## config.mk

```make
export PLATFORM = sky130hd
export DESIGN_NAME = wb_cpu_master
export DESIGN_NICKNAME = d
export VERILOG_FILES = /design/src/rtl/wb_cpu_master.sv
export SDC_FILE = /design/constraint.sdc
export NUM_CORES = 1
export LEC_CHECK = 0
export ABC_AREA = 1
export BUFFER_PORTS_ARGS = -buffer_cell sky130_fd_sc_hd__buf_2
export CORE_UTILIZATION = 43
export DETAILED_ROUTE_END_ITERATION = 8
export PLACE_DENSITY = 0.79
export SLEW_MARGIN = 25
export SYNTH_ARGS = -nofsm -noshare
export SYNTH_HDL_FRONTEND = slang
export SYNTH_SLANG_ARGS = --single-unit
export TNS_END_PERCENT = 5
```

## constraint.sdc

```tcl
create_clock -name wb_clk_i -period 1.3 [get_ports wb_clk_i]
set_input_delay 0.195 -clock wb_clk_i [delete_from_list [all_inputs] [get_ports wb_clk_i]]
set_output_delay 0.195 -clock wb_clk_i [all_outputs]
set_load 0.005 [all_outputs]
```

## src/rtl/wb_cpu_master.sv

```systemverilog
// wb_cpu_master -- Wishbone B3 classic single-cycle bus master.
//
// Converts CPU fetch/load/store requests into Wishbone classic read/write
// cycles. Every output is a register; nothing passes combinationally from an
// input to an output.
//
// Parameters:
//   AW      address width
//   DW      data width
//   TIMEOUT strobe cycles without ack before the cycle is aborted
//           (used only when WB_MASTER_TIMEOUT_EN is defined)
//
// Optional feature macro:
//   WB_MASTER_TIMEOUT_EN  when defined, a 16-bit counter aborts a stalled
//                         cycle with cpu_ack_o + cpu_err_o. When undefined,
//                         the master waits forever and cpu_err_o is tied 0.
//
// Ports:
//   wb_clk_i, wb_rst_i        clock (rising edge), synchronous active-low reset
//   cpu_req_i/we/addr/data/sel CPU request; sampled only in IDLE
//   cpu_flush_i               drop the in-flight request, no ack
//   cpu_data_o/ack_o/err_o    completion: one-cycle ack (+err on timeout)
//   cpu_stall_o               request accepted but not yet completed
//   wb_adr_o/dat_o/sel_o/we_o/stb_o/cyc_o, wb_dat_i, wb_ack_i  Wishbone side
module wb_cpu_master #(
    parameter int AW      = 32,
    parameter int DW      = 32,
    parameter int TIMEOUT = 16
) (
    input  logic          wb_clk_i,
    input  logic          wb_rst_i,
    input  logic          cpu_req_i,
    input  logic          cpu_we_i,
    input  logic [AW-1:0] cpu_addr_i,
    input  logic [DW-1:0] cpu_data_i,
    input  logic [3:0]    cpu_sel_i,
    input  logic          cpu_flush_i,
    output logic [DW-1:0] cpu_data_o,
    output logic          cpu_ack_o,
    output logic          cpu_err_o,
    output logic          cpu_stall_o,
    output logic [AW-1:0] wb_adr_o,
    output logic [DW-1:0] wb_dat_o,
    input  logic [DW-1:0] wb_dat_i,
    output logic [3:0]    wb_sel_o,
    output logic          wb_we_o,
    output logic          wb_stb_o,
    output logic          wb_cyc_o,
    input  logic          wb_ack_i
);

    typedef enum logic [1:0] {
        IDLE = 2'd0,
        BUS  = 2'd1,
        GAP  = 2'd2
    } state_t;

    state_t        state_q, state_d;
    logic          cyc_d;
    logic          we_d;
    logic [AW-1:0] adr_d;
    logic [DW-1:0] dat_d;
    logic [3:0]    sel_d;
    logic          ack_d;
    logic [DW-1:0] rdata_d;
    logic          stall_d;

`ifdef WB_MASTER_TIMEOUT_EN
    logic [15:0]   tmo_cnt, tmo_cnt_d;
    logic          err_d;
`endif

    // Next-state and next-output logic; every register has its next value
    // computed here so the outputs stay purely registered.
    always_comb begin
        state_d = state_q;
        cyc_d   = wb_cyc_o;
        we_d    = wb_we_o;
        adr_d   = wb_adr_o;
        dat_d   = wb_dat_o;
        sel_d   = wb_sel_o;
        ack_d   = 1'b0;
        rdata_d = '0;
        stall_d = cpu_stall_o;
`ifdef WB_MASTER_TIMEOUT_EN
        tmo_cnt_d = tmo_cnt;
        err_d     = 1'b0;
`endif
        case (state_q)
            IDLE: begin
                // A flush in IDLE blocks acceptance for that cycle.
                if (cpu_req_i && !cpu_flush_i) begin
                    adr_d   = cpu_addr_i;
                    dat_d   = cpu_data_i;
                    sel_d   = cpu_sel_i;
                    we_d    = cpu_we_i;
                    cyc_d   = 1'b1;
                    stall_d = 1'b1;
                    state_d = BUS;
`ifdef WB_MASTER_TIMEOUT_EN
                    tmo_cnt_d = '0;
`endif
                end
            end
            BUS: begin
                // Flush beats a coincident ack; the ack is discarded.
                if (cpu_flush_i) begin
                    cyc_d   = 1'b0;
                    we_d    = 1'b0;
                    stall_d = 1'b0;
                    state_d = GAP;
                end else if (wb_ack_i) begin
                    cyc_d   = 1'b0;
                    we_d    = 1'b0;
                    ack_d   = 1'b1;
                    rdata_d = wb_we_o ? '0 : wb_dat_i;
                    stall_d = 1'b0;
                    state_d = GAP;
                end
`ifdef WB_MASTER_TIMEOUT_EN
                else if (tmo_cnt == 16'(TIMEOUT - 1)) begin
                    cyc_d   = 1'b0;
                    we_d    = 1'b0;
                    ack_d   = 1'b1;
                    err_d   = 1'b1;
                    stall_d = 1'b0;
                    state_d = GAP;
                end else begin
                    tmo_cnt_d = tmo_cnt + 16'd1;
                end
`endif
            end
            // One dead cycle so a slave that holds its registered ack one
            // cycle too long cannot complete the next request.
            GAP:     state_d = IDLE;
            default: state_d = IDLE;
        endcase
    end

    always_ff @(posedge wb_clk_i) begin
        if (!wb_rst_i) begin
            state_q     <= IDLE;
            wb_cyc_o    <= 1'b0;
            wb_stb_o    <= 1'b0;
            wb_we_o     <= 1'b0;
            wb_adr_o    <= '0;
            wb_dat_o    <= '0;
            wb_sel_o    <= 4'h0;
            cpu_ack_o   <= 1'b0;
            cpu_data_o  <= '0;
            cpu_stall_o <= 1'b0;
        end else begin
            state_q     <= state_d;
            wb_cyc_o    <= cyc_d;
            wb_stb_o    <= cyc_d;
            wb_we_o     <= we_d;
            wb_adr_o    <= adr_d;
            wb_dat_o    <= dat_d;
            wb_sel_o    <= sel_d;
            cpu_ack_o   <= ack_d;
            cpu_data_o  <= rdata_d;
            cpu_stall_o <= stall_d;
        end
    end

`ifdef WB_MASTER_TIMEOUT_EN
    always_ff @(posedge wb_clk_i) begin
        if (!wb_rst_i) begin
            tmo_cnt   <= '0;
            cpu_err_o <= 1'b0;
        end else begin
            tmo_cnt   <= tmo_cnt_d;
            cpu_err_o <= err_d;
        end
    end
`else
    assign cpu_err_o = 1'b0;
`endif

endmodule

```

* Yosys cells after proc, flatten, opt, wreduce, memory -nomap -nowiden
Cells that the tools add are included.
Cells by class: reductions and logical operators 9, muxes and demuxes 11, bitwise logic cells 3, eq/ne operators 3
Operator list (number):
- 2-bit 2-to-1 mux | 3
- 1-bit 2-to-1 mux | 5
- 5-bit OR reduction | 1
- 1-bit one-hot mux with 2 select lines | 2
- 2-bit one-hot mux with 2 select lines | 1
- 2-bit AND reduction | 2
- 3-bit inequality test, second input constant | 1
- 1-bit inverter | 3
- 3-bit AND reduction | 1
- 3-bit OR reduction | 1
- 2-bit by 1-bit equality test with 1-bit output, second input constant | 1
- 2-bit logical NOT | 1
- 2-bit inequality test, second input constant | 1
- 2-bit nonzero test | 1
- 1-bit logical AND | 1
- 1-bit logical NOT | 1
Word-level totals: register bits after elaboration 105, word-level logic and storage cells 34

* Depth between registers and ports, before layout
Gate-level depths: netlist (run 1).
word-level depth 4, mapped depth 7, mapped depth without buffers 6

* Least setup slack after synthesis (run 1)
No wires, ideal clock.
path kind register -> register, from register state_q[0], to register wb_we_o, path slack 0.253 ns, library setup time 0.114 ns, arrival 0.934 ns, stages on the path, launching flop included 8, buffers on the path 1, data required time 1.186 ns, clock period less this slack 1.047 ns, cell sequence dfxtp_1 inv_1 nand2_1 nor2_4 buf_6 nand2_1 nand2_1 nor2_1
Between the ends: longest elaborated chain between the ends 3, elaborated cells on any way between the ends 7, classes of those cells 3 x eq/ne; 1 x mux; 3 x reduce/logical
RTL lines:
- from (decl) | RTL line 58 | state_t state_q, state_d;
- from (signal assigned) | RTL line 153 | state_q <= state_d;
- 2-bit by 1-bit equality test with 1-bit output / 2-bit logical NOT (equally long branches) | RTL line 89 | case (state_q)
- 3-bit inequality test (no line), or another cell as far along
- 3-bit AND reduction (no line)
- to (signal assigned) | RTL line 156 | wb_we_o <= we_d;
- to (decl) | RTL line 46 | output logic wb_we_o,
Parallel ways exist; a longest one is shown, timed or not. A chain may end at the register's enable or synchronous reset.

* Worst setup path in the final report (run 1)
Same ends and word-level chain as after synthesis.

==> flow_summary.ini, run 1 <==
[global_route]
grt_usage_pct = 21.2
grt_max_degree = 71
grt_overflow = 0
first_global_vias = 3179
antenna_found_initial = 0
grt_pass1_wl_um = 14400

[sta]
min_period_over_period_pct = 88.4
finalSetupTns_ns = 0
max_freq_mhz = 870
drv_slew = 0
layout_setup_ws_ns = 0.150
fin_crit_ns = 1.15
rsz0062_at_grt = false
fin_skew_ns = 0.0149
hold_viol_final = 0
setup_violations = 0

[layout]
fillers = 736
drive_above_1_share_pct = 41.2
seq_area_um2 = 2100
syn_to_final_growth_pct = 35.2
final_nets = 737
diodes = 0
multi_input_area_um2 = 1150

[critical_path]
critical_path_required_ns = 1.54
reg2reg_slack_ns = 0.15
r2r-start = state_q[0]
reg2regPathDepth = 7
path_class = register to register
cp.arrival_ns = 1.39
crit_path_start_kind = register
rr_endpoint = wb_we_o
crit_path_max_fanout = 33
endpoint_kind = register

[clock_tree]
cts_setup_buffers = 0
cts-root-buf = clkbuf_8
ctsResizeCount = 0
cts-buffers-inserted = 9
clk_pin_slew_worst_paths_ns = 0.10
clock_path_buffers = 2
ctsHtreeMaxLevel = 3
cts_tree = yes
cts_hold_buf = 0
clock-sinks = 105
worst_skew_pair.late_latency_ns = 0.36

[min_path]
hold_class = input pin to register
hp-start = wb_dat_i[2]
whs_path_depth = 3
hold_end = cpu_data_o[2]

[floorplanning]
dieWidth_um = 93.4
die_y_um = 93.4
io_pins = 212
fp-row-count = 32
die-area_um2 = 8730
start_util_pct = 45.6
core_um2 = 7890

[power]
ir_worst_vdd_uv = 648
power.leakage_nw = 2.58
power_density_nw_per_um2 = 1250

[yosys]
synth_warnings = 0
avgSynthCellArea_um2 = 8.36
yosysUniqueCellTypes = 21
syn_area_um2 = 3590
synth_cells = 430
ys_seq_elements = 105
synthesis.nets = 536
seq_area_frac_synth_pct = 58.5

[job]
maxCapViolCount = 0

[placed_design]
dp_hpwl_um = 6700
place.gp.congestion = 0.761
dp_slack_ns = 0.149
portBuffers = 210

[outcome]
run_status = completed

[detailed_routing]
drt_pass1_iterations = 4
drt-total-wl_um = 9070
drc = 0
drt_iter0_drc = 96
drtAntennaViolNets = 0
num_vias = 3388
wl_per_cell_um = 12.3
vias_per_cell = 4.59
-- power by group --
part	internal, mW	switching [mW]
logic	0.369	0.399
registers	3.38	0.0785
clock network	0.753	1.07
-- layout by cell type (no fill, tap or decap) --
cell type	instances
a21oi_1	3
inv_1	38
nor2_1	151
clkinvlp_4	2
o21ai_0	67
nor3_2	1
buf_2	210
nand2_2	4
buf_4	3
nor4_1	1
o21ai_1	1
conb_1	1
inv_6	1
clkbuf_8	10
inv_2	1
nand3_1	1
dfxtp_1	105
nor2_2	21
clkinv_4	1
nor2_4	2
nand2_1	6
buf_12	4
clkinv_2	2
-- final cells by class --
cell class	instances	share of cell area (%)
Multi-Input combinational cell	259	23.6
Tap cell	102	2.63
Timing Repair Buffer	217	23.7
Sequential cell	105	43.3
Clock inverter	6	0.876
Inverter	39	3.01
Clock buffer	10	2.83
-- how the worst max path moves through the flow --
stage                 from     endpoint
2_1_floorplan   state_q[0]      wb_we_o
3_3_place_gp   cpu_flush_i      wb_we_o
3_5_place_dp   cpu_flush_i      wb_we_o
4_1_cts         state_q[0]      wb_we_o
5_1_grt         state_q[0]  wb_dat_o[3]
6_report        state_q[0]      wb_we_o
-- registers in the layout (all words and copies together), names as in the netlist --
signal      flops
wb_adr_o       32
cpu_data_o     32
cpu_ack_o       1
state_q         2
wb_dat_o       32
wb_we_o         1
wb_sel_o        4
wb_cyc_o        1
-- cell usage after synthesis (all sizes together) --
cell type	number	share of area (%)
inv	39	4.1
nor2	174	20
nor4	1	0.17
a21oi	3	0.42
dfxtp	105	58
nor3	1	0.28
nand2	10	1.3
clkbuf	11	1.4
buf	16	4.1
nand3	1	0.14
conb	1	0.10
o21ai	68	9.5
-- worst max-delay path, stage by stage (launching register included) --
cell     delay (ns)
dfxtp_1        0.32
inv_1          0.09
nand2_1        0.09
nor2_4         0.16
buf_12         0.21
nand2_1        0.07
nand2_1        0.05
nor2_1         0.04
-- cell families after synthesis --
group	count (synthesis)	share of synthesized area, %
AO/OA/AOI/OAI	71	9.89
other	1	0.104
flip-flops	105	58.5
buffers and inverters	66	9.54
AND/OR/NAND/NOR	187	22.0
-- stage by stage --
step           cells  hold slack, ns  area, µm²  power (mW)  util, %
5_1_grt          738          0.0105       4860        6.37     61.6
4_1_cts          738          0.0167       4860        6.12     61.6
6_report         738          0.0403       4860        6.05     61.6
3_3_place_gp     722           0.408       4680        4.27     59.3
2_1_floorplan    430           0.272       3590        3.92        -
3_5_place_dp     722           0.415       4680        4.30     59.3
-- layer usage --
| layer | wire (µm) | share of wire [%] | vias to the layer above | track usage (%) |
|---|---|---|---|---|
| met5 | 0 | 0 | - | 0 |
| met4 | 213 | 2.3 | 0 | 10.1 |
| met3 | 466 | 5.1 | 19 | 3.90 |
| met2 | 4840 | 53 | 121 | 39.2 |
| met1 | 3550 | 39 | 1539 | 23.1 |
| li1 | - | - | 1709 | - |
Power figures use the tool's default switching activity.
==> inputs of run 2 (changes only) <==
--- a/config.mk
+++ b/config.mk
@@ -5,11 +5,10 @@
 export SDC_FILE = /design/constraint.sdc
 export NUM_CORES = 1
 export LEC_CHECK = 0
-export ABC_AREA = 1
 export BUFFER_PORTS_ARGS = -buffer_cell sky130_fd_sc_hd__buf_2
-export CORE_UTILIZATION = 43
+export CORE_UTILIZATION = 42
 export DETAILED_ROUTE_END_ITERATION = 8
-export PLACE_DENSITY = 0.79
+export PLACE_DENSITY = 0.78
 export SLEW_MARGIN = 25
 export SYNTH_ARGS = -nofsm -noshare
 export SYNTH_HDL_FRONTEND = slang
==> flow_summary.ini, run 2 <==
[sta]
min_period_over_period_pct = 106
drv_slew = 0
hold_viol_final = 0
layout_setup_ws_ns = -0.0760
max_freq_mhz = 727
fin_crit_ns = 1.38
fin_skew_ns = 0.0162
rsz0062_at_grt = true
setup_violations = 69

[detailed_routing]
drtAntennaViolNets = 0
drc = 0
num_vias = 3240
vias_per_cell = 4.60
drt_pass1_iterations = 4
drt_iter0_drc = 134
wl_per_cell_um = 12.5
drt-total-wl_um = 8810

[layout]
drive_above_1_share_pct = 41.7
final_util_pct = 62.7
multi_input_area_um2 = 1190
largest_registers = cpu_data_o (32), wb_adr_o (32), wb_dat_o (32)
final_cell_mix = 210 x buf_2, 135 x nand2_1, 104 x dfxtp_1
final_common_cell = buf_2
fillers = 702
syn_to_final_growth_pct = 41.7
diodes = 0
final_nets = 703
seq_area_um2 = 2100
final_cell_area_um2 = 4920

[power]
ir_worst_vdd_uv = 702
combPwrFrac_pct = 10.4
p_sw_share_pct = 24.2
power_frac_clock_pct = 34.2
internal-power_mw = 4.63
switching_power_mw = 1.48
power.leakage_nw = 2.42
seq_power_share_pct = 55.4
power_density_nw_per_um2 = 1240

[critical_path]
endpoint_kind = register
crit_path_start_kind = register
slowest_delay_ns = 0.56
critPathSlowestCell = or4b_4
rr_endpoint = wb_we_o
worstSetupEndpoint = wb_we_o
critical_path_required_ns = 1.51
reg2regPathDepth = 4
reg2reg_slack_ns = -0.08
path_class = register to register
cp.arrival_ns = 1.59
crit_path_max_fanout = 29
r2r-start = state_q[1]
cp_cell_sequence = or4b_4 -> buf_12 -> o211ai_2 -> a21oi_1
startpoint = state_q[1]

[yosys]
synth_top_area_share_pct = 60.5
yosysUniqueCellTypes = 21
synthAdderAreaFrac_pct = 0
synth_xor_area_share_pct = 0
yosys.area.top_type = dfxtp_1
synthTopCellsByArea = dfxtp_1 61%, nand2_1 15%, a21oi_1 10%
synth_warnings = 0
synth-async-reset-ratio_pct = 0
syn_area_um2 = 3470
synthFlopType = dfxtp_1
avgSynthCellArea_um2 = 8.97
synth_cells = 387
yosysMostFrequentCell = nand2_1
seq_area_frac_synth_pct = 60.5
synth_top_family_by_area = simple AND/OR/NAND/NOR gates
yosys.area_share.simple_pct = 23.2
synthesis.nets = 493
synth_edf_count = 0
synthMuxAreaShare_pct = 0
synth_common_cells = 136 x nand2_1, 105 x dfxtp_1, 70 x a21oi_1
ys_seq_elements = 105
synth-compound-area-share_pct = 10.8

[clock_tree]
cts_hold_buf = 0
worst_skew_pair.late_latency_ns = 0.35
clock-sinks = 105
clock_path_buffers = 2
cts_tree = yes
clk_pin_slew_worst_paths_ns = 0.11
cts-root-buf = clkbuf_8
cts-buffers-inserted = 9
ctsHtreeMaxLevel = 3

[floorplanning]
core_um2 = 7850
die_y_um = 92.9
start_util_pct = 44.2
die-area_um2 = 8630
io_pins = 212
dieWidth_um = 92.9
fp-row-count = 32

[min_path]
hp-start = wb_dat_i[18]
hold_class = input pin to register

[outcome]
run_status = finished with violations
violations = setup timing

[global_route]
antenna_found_initial = 1
grt_max_degree = 46
grt_overflow = 0
first_global_vias = 3010
grt_pass1_wl_um = 13300
grt_usage_pct = 19.5

[placed_design]
dp_hpwl_um = 6480
portBuffers = 210
place.gp.congestion = 0.766
place_area_um2 = 4610

[job]
maxCapViolCount = 0
run 2: cell count changes after synthesis, sizes merged, moves of 2 or more:
cell / change
nand2: +126
nor2: -171
and2: +32
a21oi: +67
o21ai: -67
buf: +2
nand2b: +2
inv: -38
run 2: area by class of cell:
type                            count  share of cell area [%]
Inverter                            1                  0.0763
Tap cell                          102                    2.59
Sequential cell                   105                    42.7
Multi-Input combinational cell    253                    24.2
Clock inverter                      6                    1.42
Timing Repair Buffer              227                    26.2
Clock buffer                       10                    2.80
run 2: metrics by stage:
| stage | hold WS [ns] | TNS (ns) | total power [mW] | setup WS (ns) | cells |
|---|---|---|---|---|---|
| global placement | 0.393 | -16.01 | 4.04 | -0.245 | 684 |
| finish | 0.0344 | -3.19 | 6.11 | -0.0760 | 704 |
| detailed placement | 0.396 | -17.76 | 4.06 | -0.277 | 684 |
| global route | 0.0190 | -6.98 | 6.37 | -0.127 | 704 |
| CTS | 0.0221 | -2.72 | 6.14 | -0.0678 | 702 |
| floorplan | 0.313 | -3.00 | 3.74 | -0.0632 | 387 |
run 2: kinds of logic (layout without fill, tap and decap cells):
| logic type | after synthesis | after routing |
|---|---|---|
| AO/OA/AOI/OAI | 73 | 73 |
| buffers and inverters | 29 | 244 |
| flip-flops | 105 | 105 |
| other | 1 | 1 |
| AND/OR/NAND/NOR | 179 | 179 |
run 2: routing by layer:
| layer | global-route usage [%] | vias up | part of all wire (%) | routed length (µm) |
|---|---|---|---|---|
| li1 | - | 1642 | - | - |
| met1 | 21.5 | 1450 | 39 | 3410 |
| met2 | 34.8 | 139 | 51 | 4520 |
| met3 | 6.73 | 9 | 9.1 | 802 |
| met4 | 6.28 | 0 | 0.89 | 78 |
| met5 | 0 | - | 0 | 0 |
run 2: timing repair:
| item | 4_1_cts | 5_1_grt |
|---|---|---|
| cloned | 0 | 2 |
| setup buffers | 2 | 0 |
| pin swaps | 3 | 0 |
| gates resized for setup | 4 | 7 |
| endpoints found under the setup margin | 72 | 73 |
run 2: worst max-delay path: cells and delay by family, from the launching register on:
kind / cells / cell delay (ns)
flip-flops: 1 / 0.35
buffers and inverters: 1 / 0.19
AND/OR/NAND/NOR: 1 / 0.56
AO/OA/AOI/OAI: 2 / 0.14
run 2: power groups by stage:
stage	Sequential, mW	Clock [mW]	Combinational [mW]
after detailed placement	3.46	0	0.599
after CTS	3.39	2.14	0.612
final	3.38	2.09	0.637
after global routing	3.40	2.25	0.711
after floorplan	3.47	0	0.269
after global placement	3.45	0	0.586
run 2: worst min path at each step:
stage	cells after the start	slack [ns]	end
6_report	2	0.03	cpu_data_o[18]
5_1_grt	2	0.02	cpu_data_o[24]
4_1_cts	2	0.02	cpu_data_o[25]
3_5_place_dp	2	0.40	cpu_data_o[11]
3_3_place_gp	2	0.39	cpu_data_o[2]
2_1_floorplan	1	0.31	state_q[0]
